**src/rtl/vga_timing_gen.sv**
```systemverilog
// 640x480@60 raster timing: stage-0 pixel request address, 2-stage sync/DE/RGB output pipeline.
// Optional VGA_TEST_PATTERN_EN replaces rgb_i with eight 80-px colour bars.
`ifndef COLOR_GRAY_DEPTH
`define COLOR_GRAY_DEPTH 4
`endif
`ifndef COLOR_RGB_DEPTH
`define COLOR_RGB_DEPTH 12
`endif
`ifndef H_DISP_LEN
`define H_DISP_LEN 10
`endif
`ifndef V_DISP_LEN
`define V_DISP_LEN 10
`endif

module vga_timing_gen #(
  parameter int H_DISP  = 640,
  parameter int H_FRONT = 16,
  parameter int H_SYNC  = 96,
  parameter int H_BACK  = 48,
  parameter int V_DISP  = 480,
  parameter int V_FRONT = 10,
  parameter int V_SYNC  = 2,
  parameter int V_BACK  = 33
) (
  input  logic                        clk_vga,
  input  logic                        rst,
  input  logic [`COLOR_RGB_DEPTH-1:0] rgb_i,
  output logic [`H_DISP_LEN-1:0]      req_x_addr_o,
  output logic [`V_DISP_LEN-1:0]      req_y_addr_o,
  output logic                        req_en_o,
  output logic                        frame_start_o,
  output logic                        h_sync_o,
  output logic                        v_sync_o,
  output logic                        de_o,
  output logic [`COLOR_RGB_DEPTH-1:0] rgb_o
);

  localparam int H_TOTAL = H_DISP + H_FRONT + H_SYNC + H_BACK;
  localparam int V_TOTAL = V_DISP + V_FRONT + V_SYNC + V_BACK;
  localparam int HW = $clog2(H_TOTAL);
  localparam int VW = $clog2(V_TOTAL);
  localparam int XW = `H_DISP_LEN;
  localparam int YW = `V_DISP_LEN;
  localparam int RW = `COLOR_RGB_DEPTH;

  localparam logic [HW-1:0] H_LAST   = HW'(H_TOTAL - 1);
  localparam logic [HW-1:0] H_DISP_C = HW'(H_DISP);
  localparam logic [HW-1:0] HS_BEG   = HW'(H_DISP + H_FRONT);
  localparam logic [HW-1:0] HS_END   = HW'(H_DISP + H_FRONT + H_SYNC - 1);
  localparam logic [VW-1:0] V_LAST   = VW'(V_TOTAL - 1);
  localparam logic [VW-1:0] V_DISP_C = VW'(V_DISP);
  localparam logic [VW-1:0] VS_BEG   = VW'(V_DISP + V_FRONT);
  localparam logic [VW-1:0] VS_END   = VW'(V_DISP + V_FRONT + V_SYNC - 1);

  logic [HW-1:0] h_cnt;
  logic [VW-1:0] v_cnt;
  logic          hs_raw, vs_raw, de_raw;
  logic          hs1, vs1, de1;
  logic [RW-1:0] pix;

  // Stage 0: free-running raster counters; both wrap together on the last pixel of a frame.
  // NOTE: sequential state uses non-blocking assignments so every register samples pre-edge values.
  always_ff @(posedge clk_vga or posedge rst) begin
    if (rst) begin
      h_cnt <= '0;
      v_cnt <= '0;
    end else if (h_cnt == H_LAST) begin
      h_cnt <= '0;
      v_cnt <= (v_cnt == V_LAST) ? '0 : v_cnt + VW'(1);
    end else begin
      h_cnt <= h_cnt + HW'(1);
    end
  end

  assign de_raw = (h_cnt < H_DISP_C) && (v_cnt < V_DISP_C);
  assign hs_raw = (h_cnt >= HS_BEG) && (h_cnt <= HS_END);
  assign vs_raw = (v_cnt >= VS_BEG) && (v_cnt <= VS_END);

  // All-ones outside the active area keeps every sprite position compare from matching.
  assign req_en_o      = de_raw;
  assign req_x_addr_o  = de_raw ? XW'(h_cnt) : '1;
  assign req_y_addr_o  = de_raw ? YW'(v_cnt) : '1;
  assign frame_start_o = (h_cnt == '0) && (v_cnt == '0);

  // Stage 1: raw flags, aligned with the BRAM read data arriving on rgb_i.
  always_ff @(posedge clk_vga or posedge rst) begin
    if (rst) begin
      hs1 <= 1'b0;
      vs1 <= 1'b0;
      de1 <= 1'b0;
    end else begin
      hs1 <= hs_raw;
      vs1 <= vs_raw;
      de1 <= de_raw;
    end
  end

`ifdef VGA_TEST_PATTERN_EN
  localparam int GW = `COLOR_GRAY_DEPTH;
  logic [XW-1:0] x1;
  logic [2:0]    bar;

  always_ff @(posedge clk_vga or posedge rst) begin
    if (rst) x1 <= '0;
    else     x1 <= req_x_addr_o;
  end

  // Bar index by threshold compare chain; the last satisfied threshold wins.
  // NOTE: bar gets its default before the loop so no path leaves it unassigned (no latch).
  always_comb begin
    bar = 3'd0;
    for (int i = 1; i < 8; i++) begin
      if (x1 >= XW'(80 * i)) bar = 3'(i);
    end
  end

  assign pix = {{GW{bar[2]}}, {GW{bar[1]}}, {GW{bar[0]}}};
`else
  assign pix = rgb_i;
`endif

  // Stage 2: pad registers; syncs are active-low and idle high in reset.
  always_ff @(posedge clk_vga or posedge rst) begin
    if (rst) begin
      h_sync_o <= 1'b1;
      v_sync_o <= 1'b1;
      de_o     <= 1'b0;
      rgb_o    <= '0;
    end else begin
      h_sync_o <= ~hs1;
      v_sync_o <= ~vs1;
      de_o     <= de1;
      rgb_o    <= de1 ? pix : '0;
    end
  end

endmodule

```
**config.mk**
```make
export PLATFORM = sky130hd
export DESIGN_NAME = vga_timing_gen
export DESIGN_NICKNAME = d
export VERILOG_FILES = /design/src/rtl/vga_timing_gen.sv
export SDC_FILE = /design/constraint.sdc
export NUM_CORES = 1
export LEC_CHECK = 0
export ABC_CLOCK_PERIOD_IN_PS = 4640
export CORE_MARGIN = 5
export CORE_UTILIZATION = 29
export DETAILED_ROUTE_END_ITERATION = 8
export PLACE_DENSITY = 0.52
export SYNTH_ARGS = -nofsm -noshare
export SYNTH_HDL_FRONTEND = slang
export SYNTH_SLANG_ARGS = --single-unit
```
**constraint.sdc**
```tcl
create_clock -name clk_vga -period 4.64 [get_ports clk_vga]
set_clock_uncertainty 0.05 [all_clocks]
set_input_delay 1.392 -clock clk_vga [delete_from_list [all_inputs] [get_ports clk_vga]]
set_output_delay 1.392 -clock clk_vga [all_outputs]
set_load 0.01 [all_outputs]
```
After elaboration in Yosys (flattened, before gate mapping)
Index checks and enable logic that the tools add are counted.
{ "word_totals": {"regBits": 38, "latch_bits": 0, "ramBits": 0, "rom_bits": 0, "in_bits": 14, "output_inout_bits": 37, "elab_cells": 32, "memories": 0} }
{ "classes": {"n_addsub": 2, "n_mul": 0, "div_mod_pow": 0, "magnitude_cmp": 6, "n_eq_ne": 2, "n_shift": 0, "muxes": 5, "n_bitwise": 2, "n_reduce_logical": 6} }
{ "ops": {"columns": ["operator", "n"], "rows": [
  ["2-to-1 mux 10 bit", 4],
  ["adder 10 x 1 -> 10 bit (second input constant)", 2],
  ["== test 10 bit (second input constant)", 2],
  ["zero test 10 bit", 2],
  ["2-to-1 mux 12 bit", 1],
  [">= comparator 10 bit (second input constant)", 1],
  [">= comparator 10 x 9 -> 1 bit (second input constant)", 1],
  ["less-or-equal comparator 10 bit (second input constant)", 1],
  ["less-or-equal comparator 10 x 9 -> 1 bit (second input constant)", 1],
  ["< comparator 10 bit (second input constant)", 1],
  ["< comparator 10 x 9 -> 1 bit (second input constant)", 1],
  ["logical AND 1 bit", 4],
  ["inverter 1 bit", 2]
]} }

Logic depth before layout (Yosys ltp)
Gate-level depths: netlist of the first run.
{ "depth": {"ltp_word": 3, "mapped_depth": 6} }

Worst setup path after synthesis of the first run
Ideal clock, no wire load.
{ "synth_timing": {"path_type": "reg2out", "start": "register h_cnt[7]", "end": "output req_x_addr_o[0]", "arrival_ps": 1522, "required_ps": 3198, "setup_slack_ps": 1676, "path_stages_with_launch": 5, "path_buffers": 1, "path_cell_list": "dfrtp_1 or2_2 a221oi_1 clkbuf_1 nand2_1"} }
{ "synth_via": {"elab_chain_len": 3} }
{ "synth_rtl": {"columns": ["element", "line", "source"], "rows": [
  ["from (decl)", "56", "logic [HW-1:0] h_cnt;"],
  ["from (signal assigned)", "72", "h_cnt <= h_cnt + HW'(1);"],
  ["< comparator 10 bit", "76", "assign de_raw = (h_cnt < H_DISP_C) && (v_cnt < V_DISP_C);"],
  ["logical AND 1 bit", "76", null],
  ["named net req_en_o", "31", "output logic req_en_o,"],
  ["2-to-1 mux 10 bit", "82", "assign req_x_addr_o = de_raw ? XW'(h_cnt) : '1;"],
  ["to (decl)", "29", "output logic [`H_DISP_LEN-1:0] req_x_addr_o,"]
]} }
The timed path passes the listed nets, and every way through them passes these cells.

Final worst setup path of the first run
{ "layout_timing": {"start": "register h_cnt[7]", "end": "output req_x_addr_o[5]"} }
{ "layout_via": {"elab_chain_len": 3} }
{ "layout_rtl": {"columns": ["element", "line"], "rows": [
  ["< comparator 10 bit", "76"],
  ["logical AND 1 bit", "76"],
  ["2-to-1 mux 10 bit", "82"]
]} }
Every way passes these cells.

==> results.json, run 1 <==
{
  "status": "complete, no violations",
  "fin_tns_setup_ps": 0,
  "syn_avg_cell_area_sq_um": 10.4,
  "r2r_slack_ps": 2620,
  "finalHoldViolCount": 0,
  "max_clock_freq_mhz": 256,
  "io_pins": 51,
  "drive_above_1_share_pct": 7.69,
  "hold_buffers": 0,
  "ant_nets": 0,
  "routed_wl_um": 4110,
  "worst_r2r_startpoint": "h_cnt[0]$_DFF_PP0_",
  "seq_area_frac_synth_pct": 55.2,
  "viasPerCell": 4.68,
  "worstSkewPairLatency_ps": 290,
  "die_w_um": 87.2,
  "ir_drop_v": 0.0000812,
  "yosys_warnings": 0,
  "numCtsBuffers": 5,
  "grt_pass1_wl_um": 7000,
  "hpwl_um": 2970,
  "start_util_pct": 29.5,
  "grt_max_degree": 23,
  "drv_slew": 0,
  "crit_required_ps": 3200,
  "syn_to_final_growth_pct": 39.9,
  "crit_type": "flip-flop to output pin",
  "critPathArrivalTime_ps": 2470,
  "rsz0062_at_grt": "no",
  "coreArea_sq_um": 5850,
  "reg2reg_to": "v_cnt[4]$_DFFE_PP0N_",
  "maxCapViolCount": 0,
  "leakagePower_uw": 0.00110,
  "yosys.cell_types.count": 35,
  "port-buffer-count": 50,
  "die_area_sq_um": 7600,
  "antenna_found_initial": 0,
  "dieHeight_um": 87.2,
  "grt_pass1_vias": 1368,
  "gr-usage-all-layers_pct": 12.1,
  "reg2reg_depth": 5,
  "tightestPinTransition_ps": 850,
  "crit_fanout": 13,
  "drt_iter0_drc": 35,
  "ys.flop_type": "dfrtp_1",
  "clockRootBuffer": "clkbuf_8",
  "path_clk_slew_ps": 80,
  "setup_viol": 0,
  "whs_path_depth": 1,
  "power_uw": 609,
  "worst_setup_path_start_kind": "flip-flop",
  "async_reset_ff_share_pct": 100,
  "pwr_density_cell_nw_per_um2": 252,
  "post_cts_buffers": 0,
  "min_to": "h_sync_o$_DFF_PP1_",
  "n_antenna_cell": 0,
  "cts_resized": 0,
  "htreeDepth": 2,
  "period_needed_ps": 3910,
  "synth-seq-cells": 38,
  "route.detailed.drc": 0,
  "cts_tree": "built",
  "grt-ovfl-total": 0,
  "nets": 238,
  "hp-class": "flip-flop to flip-flop",
  "vias": 1384,
  "first_pass_iters": 4,
  "gp_congestion": 0.758,
  "syn_inst": 166,
  "cp-end-kind": "output pin",
  "synth_edf_count": 0,
  "clock-sinks": 38,
  "rows": 28,
  "clk_path_buf_depth": 2,
  "syn_area_sq_um": 1730,
  "finalCritPeriodShare_pct": 84.3,
  "hp-start": "hs1$_DFF_PP0_",
  "slew_headroom_pct": 43.3,
  "wl_per_cell_um": 13.9,
  "synth_fp_nets": 184
}
-- registers in the layout, summed over array words and instances (netlist names) --
register	cells
v_cnt	10
rgb_o	12
de_o	1
h_cnt	10
h_sync_o	1
v_sync_o	1
vs1	1
hs1	1
de1	1
-- cells in the mapped netlist (all sizes together) (3+ instances only) --
cell type,instances,area (sq um)
nor4,3,18.8
nor2,9,33.8
nand2b,15,93.8
o21ai,4,20.0
and3,5,32.5
nand4,6,37.5
xor2,5,43.8
and2,13,81.3
nor3,4,20.0
ha,4,50.1
inv,9,33.8
xnor2,5,43.8
nand3,12,65.1
nand2,10,37.5
clkbuf,3,11.3
dfrtp,36,901
-- final cells by class --
| type | count | area [sq um] |
|---|---|---|
| multi-input combinational | 114 | 726 |
| timing repair buffer | 52 | 515 |
| tap | 75 | 93.8 |
| clock inverter | 2 | 12.5 |
| fill | 589 | 3430 |
| clock buffer | 6 | 82.6 |
| inverter | 9 | 33.8 |
| sequential | 38 | 953 |
-- per-stage QoR --
step / setup slack, ps / hold WS (ps) / cell area (sq um) / utilization (%) / instances
4_1_cts: 711 / 302 / 2420 / 41.3 / 296
6_report: 731 / 300 / 2420 / 41.3 / 296
5_1_grt: 537 / 322 / 2420 / 41.3 / 296
3_5_place_dp: 1040 / 293 / 2320 / 39.7 / 288
3_3_place_gp: 1060 / 287 / 2320 / 39.7 / 288
2_1_floorplan: 1680 / 287 / 1730 / - / 166
-- kinds of logic (layout without fill, tap and decap cells) --
logic type                 Yosys count  count (layout)  synth area share [%]
DFF                                 38              38                  55.2
muxes                                2               2                  1.23
and+or+nand+nor                     84              84                  27.2
buffers and inverters               14              69                  3.19
AOI/OAI and AO/OA                   14              14                  5.21
xor gates and xnor gates            10              10                  5.07
adders and majority gates            4               4                  2.90
-- layer usage --
layer / vias up / wire [um] / global-route usage, % / share of wire [%]
li1: 673 / - / - / -
met1: 647 / 2040 / 16.9 / 50
met2: 57 / 1670 / 17.4 / 41
met3: 7 / 336 / 3.50 / 8.2
met4: 0 / 65 / 5.02 / 1.6
met5: - / 0 / 0 / 0
-- report_power, final --
part           internal [uW]  switching [uW]
clock                    119             117
sequential               336            1.21
combinational           21.5            13.5
-- layout by cell type, fill, tap and decap left out, types with 6 or more instances in the layout --
cell	netlist	layout
nand2_1	10	10
nand3_1	11	11
and2_1	13	13
clkbuf_8	0	6
nand2b_1	15	15
inv_1	9	9
clkdlybuf4s50_1	0	50
nand4_1	6	6
dfrtp_1	36	36
nor2_1	9	9
-- worst max-delay path, cell delays in order (launching register included) --
cell             delay, ps
dfrtp_1                440
or2_2                  350
a221oi_2               520
buf_4                  300
nand2b_1                90
clkdlybuf4s50_1        480
-- how the worst max path moves through the flow --
stage                            endpoint               start  depth (start not counted)
final                     req_x_addr_o[5]  h_cnt[7]$_DFF_PP0_                          5
after global routing      req_y_addr_o[4]  h_cnt[8]$_DFF_PP0_                          5
after CTS                 req_x_addr_o[3]  h_cnt[7]$_DFF_PP0_                          5
after detailed placement  req_x_addr_o[3]  h_cnt[8]$_DFF_PP0_                          5
after global placement    req_x_addr_o[2]  h_cnt[8]$_DFF_PP0_                          5
after floorplan           req_x_addr_o[0]  h_cnt[7]$_DFF_PP0_                          4
Power figures use the tool's default switching activity.
==> run 2, diff against run 1 <==
--- a/config.mk
+++ b/config.mk
@@ -5,11 +5,11 @@
 export SDC_FILE = /design/constraint.sdc
 export NUM_CORES = 1
 export LEC_CHECK = 0
-export ABC_CLOCK_PERIOD_IN_PS = 4640
+export ABC_CLOCK_PERIOD_IN_PS = 3400
 export CORE_MARGIN = 5
 export CORE_UTILIZATION = 29
 export DETAILED_ROUTE_END_ITERATION = 8
-export PLACE_DENSITY = 0.52
+export PLACE_DENSITY = 0.53
 export SYNTH_ARGS = -nofsm -noshare
 export SYNTH_HDL_FRONTEND = slang
 export SYNTH_SLANG_ARGS = --single-unit
==> constraint.sdc (replaced) <==
create_clock -name clk_vga -period 3.4 [get_ports clk_vga]
set_clock_uncertainty 0.05 [all_clocks]
set_input_delay 1.02 -clock clk_vga [delete_from_list [all_inputs] [get_ports clk_vga]]
set_output_delay 1.02 -clock clk_vga [all_outputs]
set_load 0.01 [all_outputs]
==> results.json, run 2 (synthesis gave the netlist of run 1 again) <==
{
  "ir_drop_v": 0.000157,
  "n_fill_cell": 562,
  "grt-ovfl-total": 0,
  "maxCapViolCount": 0,
  "syn_to_final_growth_pct": 44.0,
  "finalHoldViolCount": 0,
  "reg_top3": "rgb_o (12), h_cnt (10), v_cnt (10)",
  "path_clk_slew_ps": 70,
  "vias": 1365,
  "nets": 239,
  "port-buffer-count": 50,
  "n_antenna_cell": 0,
  "routed_wl_um": 4060,
  "critPathArrivalTime_ps": 2150,
  "final_cell_area_sq_um": 2490,
  "worst_r2r_startpoint": "h_cnt[0]$_DFF_PP0_",
  "mostFrequentLayoutCells": "clkdlybuf4s50_1 (49), dfrtp_1 (36), nand2b_1 (15)",
  "period_needed_ps": 3220,
  "layout_setup_ws_ps": 178,
  "min_to": "v_sync_o$_DFF_PP1_",
  "clockRootBuffer": "clkbuf_8",
  "crit_type": "flip-flop to output pin",
  "max_clock_freq_mhz": 310,
  "setup_viol": 0,
  "fin_tns_setup_ps": 0,
  "viasPerCell": 4.60,
  "hp-start": "vs1$_DFF_PP0_",
  "drive_above_1_share_pct": 9.01,
  "first_pass_iters": 4,
  "grt_pass1_vias": 1394,
  "route.detailed.drc": 0,
  "clock-sinks": 38,
  "antenna_found_initial": 0,
  "clk_path_buf_depth": 2,
  "postPlaceCellArea_sq_um": 2330,
  "drt_iter0_drc": 44,
  "dieHeight_um": 87.2,
  "dp.cells": 289,
  "top_register": "rgb_o",
  "reg2reg_depth": 5,
  "io_pins": 51,
  "die_area_sq_um": 7600,
  "start_util_pct": 29.5,
  "power_uw": 976,
  "ant_nets": 0,
  "drv_slew": 0,
  "cts_tree": "built",
  "whs_path_depth": 1,
  "crit_fanout": 14,
  "leakagePower_uw": 0.00115,
  "worst_setup_path_start_kind": "flip-flop",
  "slew_headroom_pct": 63.1,
  "hpwl_um": 2840,
  "rsz0062_at_grt": "no",
  "hp-class": "flip-flop to flip-flop",
  "final_cells": 297,
  "die_w_um": 87.2,
  "tightestPinTransition_ps": 554,
  "worstSkewPairLatency_ps": 290,
  "status": "complete, no violations",
  "grt_pass1_wl_um": 6800,
  "htreeDepth": 2,
  "finalCritPeriodShare_pct": 94.8,
  "crit_required_ps": 2330,
  "largest_reg_flops": 12,
  "detailedPlace.worstSlack_ps": 347,
  "wl_per_cell_um": 13.7,
  "rows": 28,
  "reg2reg_to": "v_cnt[4]$_DFFE_PP0N_",
  "pwr_density_cell_nw_per_um2": 392,
  "numCtsBuffers": 5,
  "r2r_slack_ps": 1310,
  "mostFrequentLayoutCell": "clkdlybuf4s50_1",
  "cp-end-kind": "output pin",
  "gr-usage-all-layers_pct": 11.6,
  "grt_max_degree": 39,
  "coreArea_sq_um": 5850,
  "gp_congestion": 0.768
}
[run 2: cell count changes in the layout (fill, tap and decap cells not counted)]
cell / delta
buf_4: +1
bufinv_16: +2
clkdlybuf4s50_1: -1
clkinv_2: -1
clkinvlp_4: -1
dlymetal6s2s_1: +1
nor4_1: -2
nor4_2: +2
[run 2: cell type report]
type | instances | area [sq um] | area share [%]
repair buffers | 53 | 526 | 21.1
inverters | 9 | 33.8 | 1.36
multi-input cells | 114 | 738 | 29.7
flip-flops and latches | 38 | 953 | 38.3
clock buffers | 6 | 82.6 | 3.32
clock inverters | 2 | 60.1 | 2.41
well taps | 75 | 93.8 | 3.77
[run 2: timing repair]
item                                    in CTS  in global routing
resized for setup                            1                  2
endpoints found under the setup margin       1                  1
hold buffers                                 0                  0
buffers inserted                             0                  0
[run 2: worst max-delay path by stage]
stage | from | to | slack [ps]
6_report | h_cnt[8]$_DFF_PP0_ | req_x_addr_o[6] | 180
5_1_grt | h_cnt[8]$_DFF_PP0_ | req_x_addr_o[6] | 20
4_1_cts | h_cnt[8]$_DFF_PP0_ | frame_start_o | 30
3_5_place_dp | v_cnt[8]$_DFFE_PP0N_ | frame_start_o | 350
3_3_place_gp | v_cnt[8]$_DFFE_PP0N_ | frame_start_o | 320
2_1_floorplan | h_cnt[7]$_DFF_PP0_ | req_x_addr_o[0] | 810
[run 2: critical path, cell delays in order, from the launching register on]
cell             delay [ps]
dfrtp_1                 450
or2_2                   330
a221oi_2                250
buf_4                   250
nand2b_1                 90
clkdlybuf4s50_1         490
[run 2: metrics by stage]
step                utilization (%)  hold slack, ps
global placement               39.8             292
detailed placement             39.8             291
finish                         42.5             299
global route                   42.5             319
floorplan                         -             287
CTS                            42.4             292
[run 2: layer usage]
layer  vias up  global-route usage [%]  wire length [um]
met1       635                    16.5              2030
li1        672                       -                 -
met5         -                       0                 0
met3         7                    3.60               347
met4         0                    5.16                63
met2        51                    16.1              1620
[run 2: where the power goes]
part           leakage (uW)  switching, uW  total, uW  internal, uW
combinational      0.000606           18.5       47.9          29.3
sequential         0.000471           1.69        461           459
clock             0.0000714            155        468           313
==> run 3, diff against run 2 <==
--- a/config.mk
+++ b/config.mk
@@ -6,7 +6,7 @@
 export NUM_CORES = 1
 export LEC_CHECK = 0
 export ABC_CLOCK_PERIOD_IN_PS = 3400
-export CORE_MARGIN = 5
+export CORE_MARGIN = 2
 export CORE_UTILIZATION = 29
 export DETAILED_ROUTE_END_ITERATION = 8
 export PLACE_DENSITY = 0.53
==> results.json, run 3 (synthesis gave the netlist of run 1 again) <==
{
  "rsz0062_at_grt": "no",
  "detailedPlace.worstSlack_ps": 396,
  "viasPerCell": 4.61,
  "reg_top3": "rgb_o (12), h_cnt (10), v_cnt (10)",
  "start_util_pct": 29.5,
  "clk_path_buf_depth": 2,
  "post_cts_buffers": 0,
  "first_pass_iters": 4,
  "crit_fanout": 6,
  "clockRootBuffer": "clkbuf_8",
  "mostFrequentLayoutCells": "clkdlybuf4s50_1 (50), dfrtp_1 (36), nand2b_1 (15)",
  "coreArea_sq_um": 5850,
  "syn_to_final_growth_pct": 41.9,
  "dieHeight_um": 81.2,
  "gp_congestion": 0.773,
  "critPathArrivalTime_ps": 2220,
  "cts_tree": "built",
  "ant_nets": 0,
  "htreeDepth": 2,
  "leakagePower_uw": 0.00112,
  "rows": 28,
  "finalHoldViolCount": 0,
  "fin_util_pct": 41.9,
  "die_w_um": 81.2,
  "pwr_density_cell_nw_per_um2": 360,
  "antenna_found_initial": 0,
  "tightestPinTransition_ps": 495,
  "clock-sinks": 38,
  "n_fill_cell": 573,
  "numCtsBuffers": 5,
  "routed_wl_um": 3800,
  "gr-usage-all-layers_pct": 12.3,
  "fin_tns_setup_ps": 0,
  "grt_max_degree": 39,
  "slew_headroom_pct": 67.0,
  "crit_type": "flip-flop to output pin",
  "max_clock_freq_mhz": 304,
  "drv_slew": 0,
  "grt_pass1_wl_um": 6180,
  "worst_setup_path_start_kind": "flip-flop",
  "finalCritPeriodShare_pct": 96.8,
  "wl_per_cell_um": 12.7,
  "die_area_sq_um": 6590,
  "worstSkewPairLatency_ps": 290,
  "path_clk_slew_ps": 70,
  "route.detailed.drc": 0,
  "n_antenna_cell": 0,
  "crit_required_ps": 2330,
  "largest_reg_flops": 12,
  "grt-ovfl-total": 0,
  "grt_pass1_vias": 1288,
  "cp-end-kind": "output pin",
  "nets": 240,
  "ir_drop_v": 0.000165,
  "maxCapViolCount": 0,
  "hpwl_um": 2710,
  "layout_setup_ws_ps": 110,
  "io_pins": 51,
  "status": "complete, no violations",
  "mostFrequentLayoutCell": "clkdlybuf4s50_1",
  "drt_iter0_drc": 52,
  "setup_viol": 0,
  "top_register": "rgb_o",
  "period_needed_ps": 3290,
  "hold_buffers": 0,
  "vias": 1374,
  "cts_resized": 0,
  "drive_above_1_share_pct": 8.97,
  "hp-class": "flip-flop to flip-flop",
  "port-buffer-count": 50
}
-- run 3: path summary, 6_finish.rpt --
kind                                         start                   end  slack (ps)  depth (start not counted)
worst min-delay path                 vs1$_DFF_PP0_    v_sync_o$_DFF_PP1_         300                          1
worst min register to register       vs1$_DFF_PP0_    v_sync_o$_DFF_PP1_         300                          1
worst max-delay path            h_cnt[7]$_DFF_PP0_         frame_start_o         110                          5
min in group asynchronous                      rst    rgb_o[3]$_DFF_PP0_        1090                          3
worst max register to register  h_cnt[0]$_DFF_PP0_  v_cnt[4]$_DFFE_PP0N_        1360                          5
max in group asynchronous                      rst    v_sync_o$_DFF_PP1_        1850                          3
-- run 3: worst max-delay path, stage by stage (launching register included) --
cell and delay (ps):
dfrtp_1 440, or2_2 350, nor3_1 160, nand4_1 140, nor4_2 260, clkdlybuf4s50_1 580
-- run 3: stage by stage --
stage | hold slack [ps] | cells | power, uW | area [sq um]
3_5_place_dp | 290 | 290 | 518 | 2340
6_report | 299 | 298 | 884 | 2450
2_1_floorplan | 287 | 166 | 485 | 1730
3_3_place_gp | 289 | 290 | 518 | 2340
5_1_grt | 330 | 298 | 921 | 2450
4_1_cts | 300 | 298 | 894 | 2450
-- run 3: cell type report --
class                      instances  area [sq um]  area share [%]
sequential                        38           953            38.9
inverter                           9          33.8            1.38
clock buffer                       5          68.8            2.81
timing repair buffer              54           531            21.6
tap                               75          93.8            3.83
multi-input combinational        114           732            29.8
clock inverter                     3          40.0            1.63
-- run 3: per-layer routing --
metal,vias up,GRT usage (%),part of all wire [%]
li1,671,-,-
met2,60,19.5,43
met5,-,0,0
met1,639,15.9,46
met4,0,3.56,1.1
met3,4,4.33,9.1
-- run 3: power by group --
part | leakage (uW) | switching [uW] | internal [uW]
clock network | 0.0000579 | 160 | 216
logic | 0.000590 | 18.0 | 29.4
registers | 0.000471 | 1.68 | 459
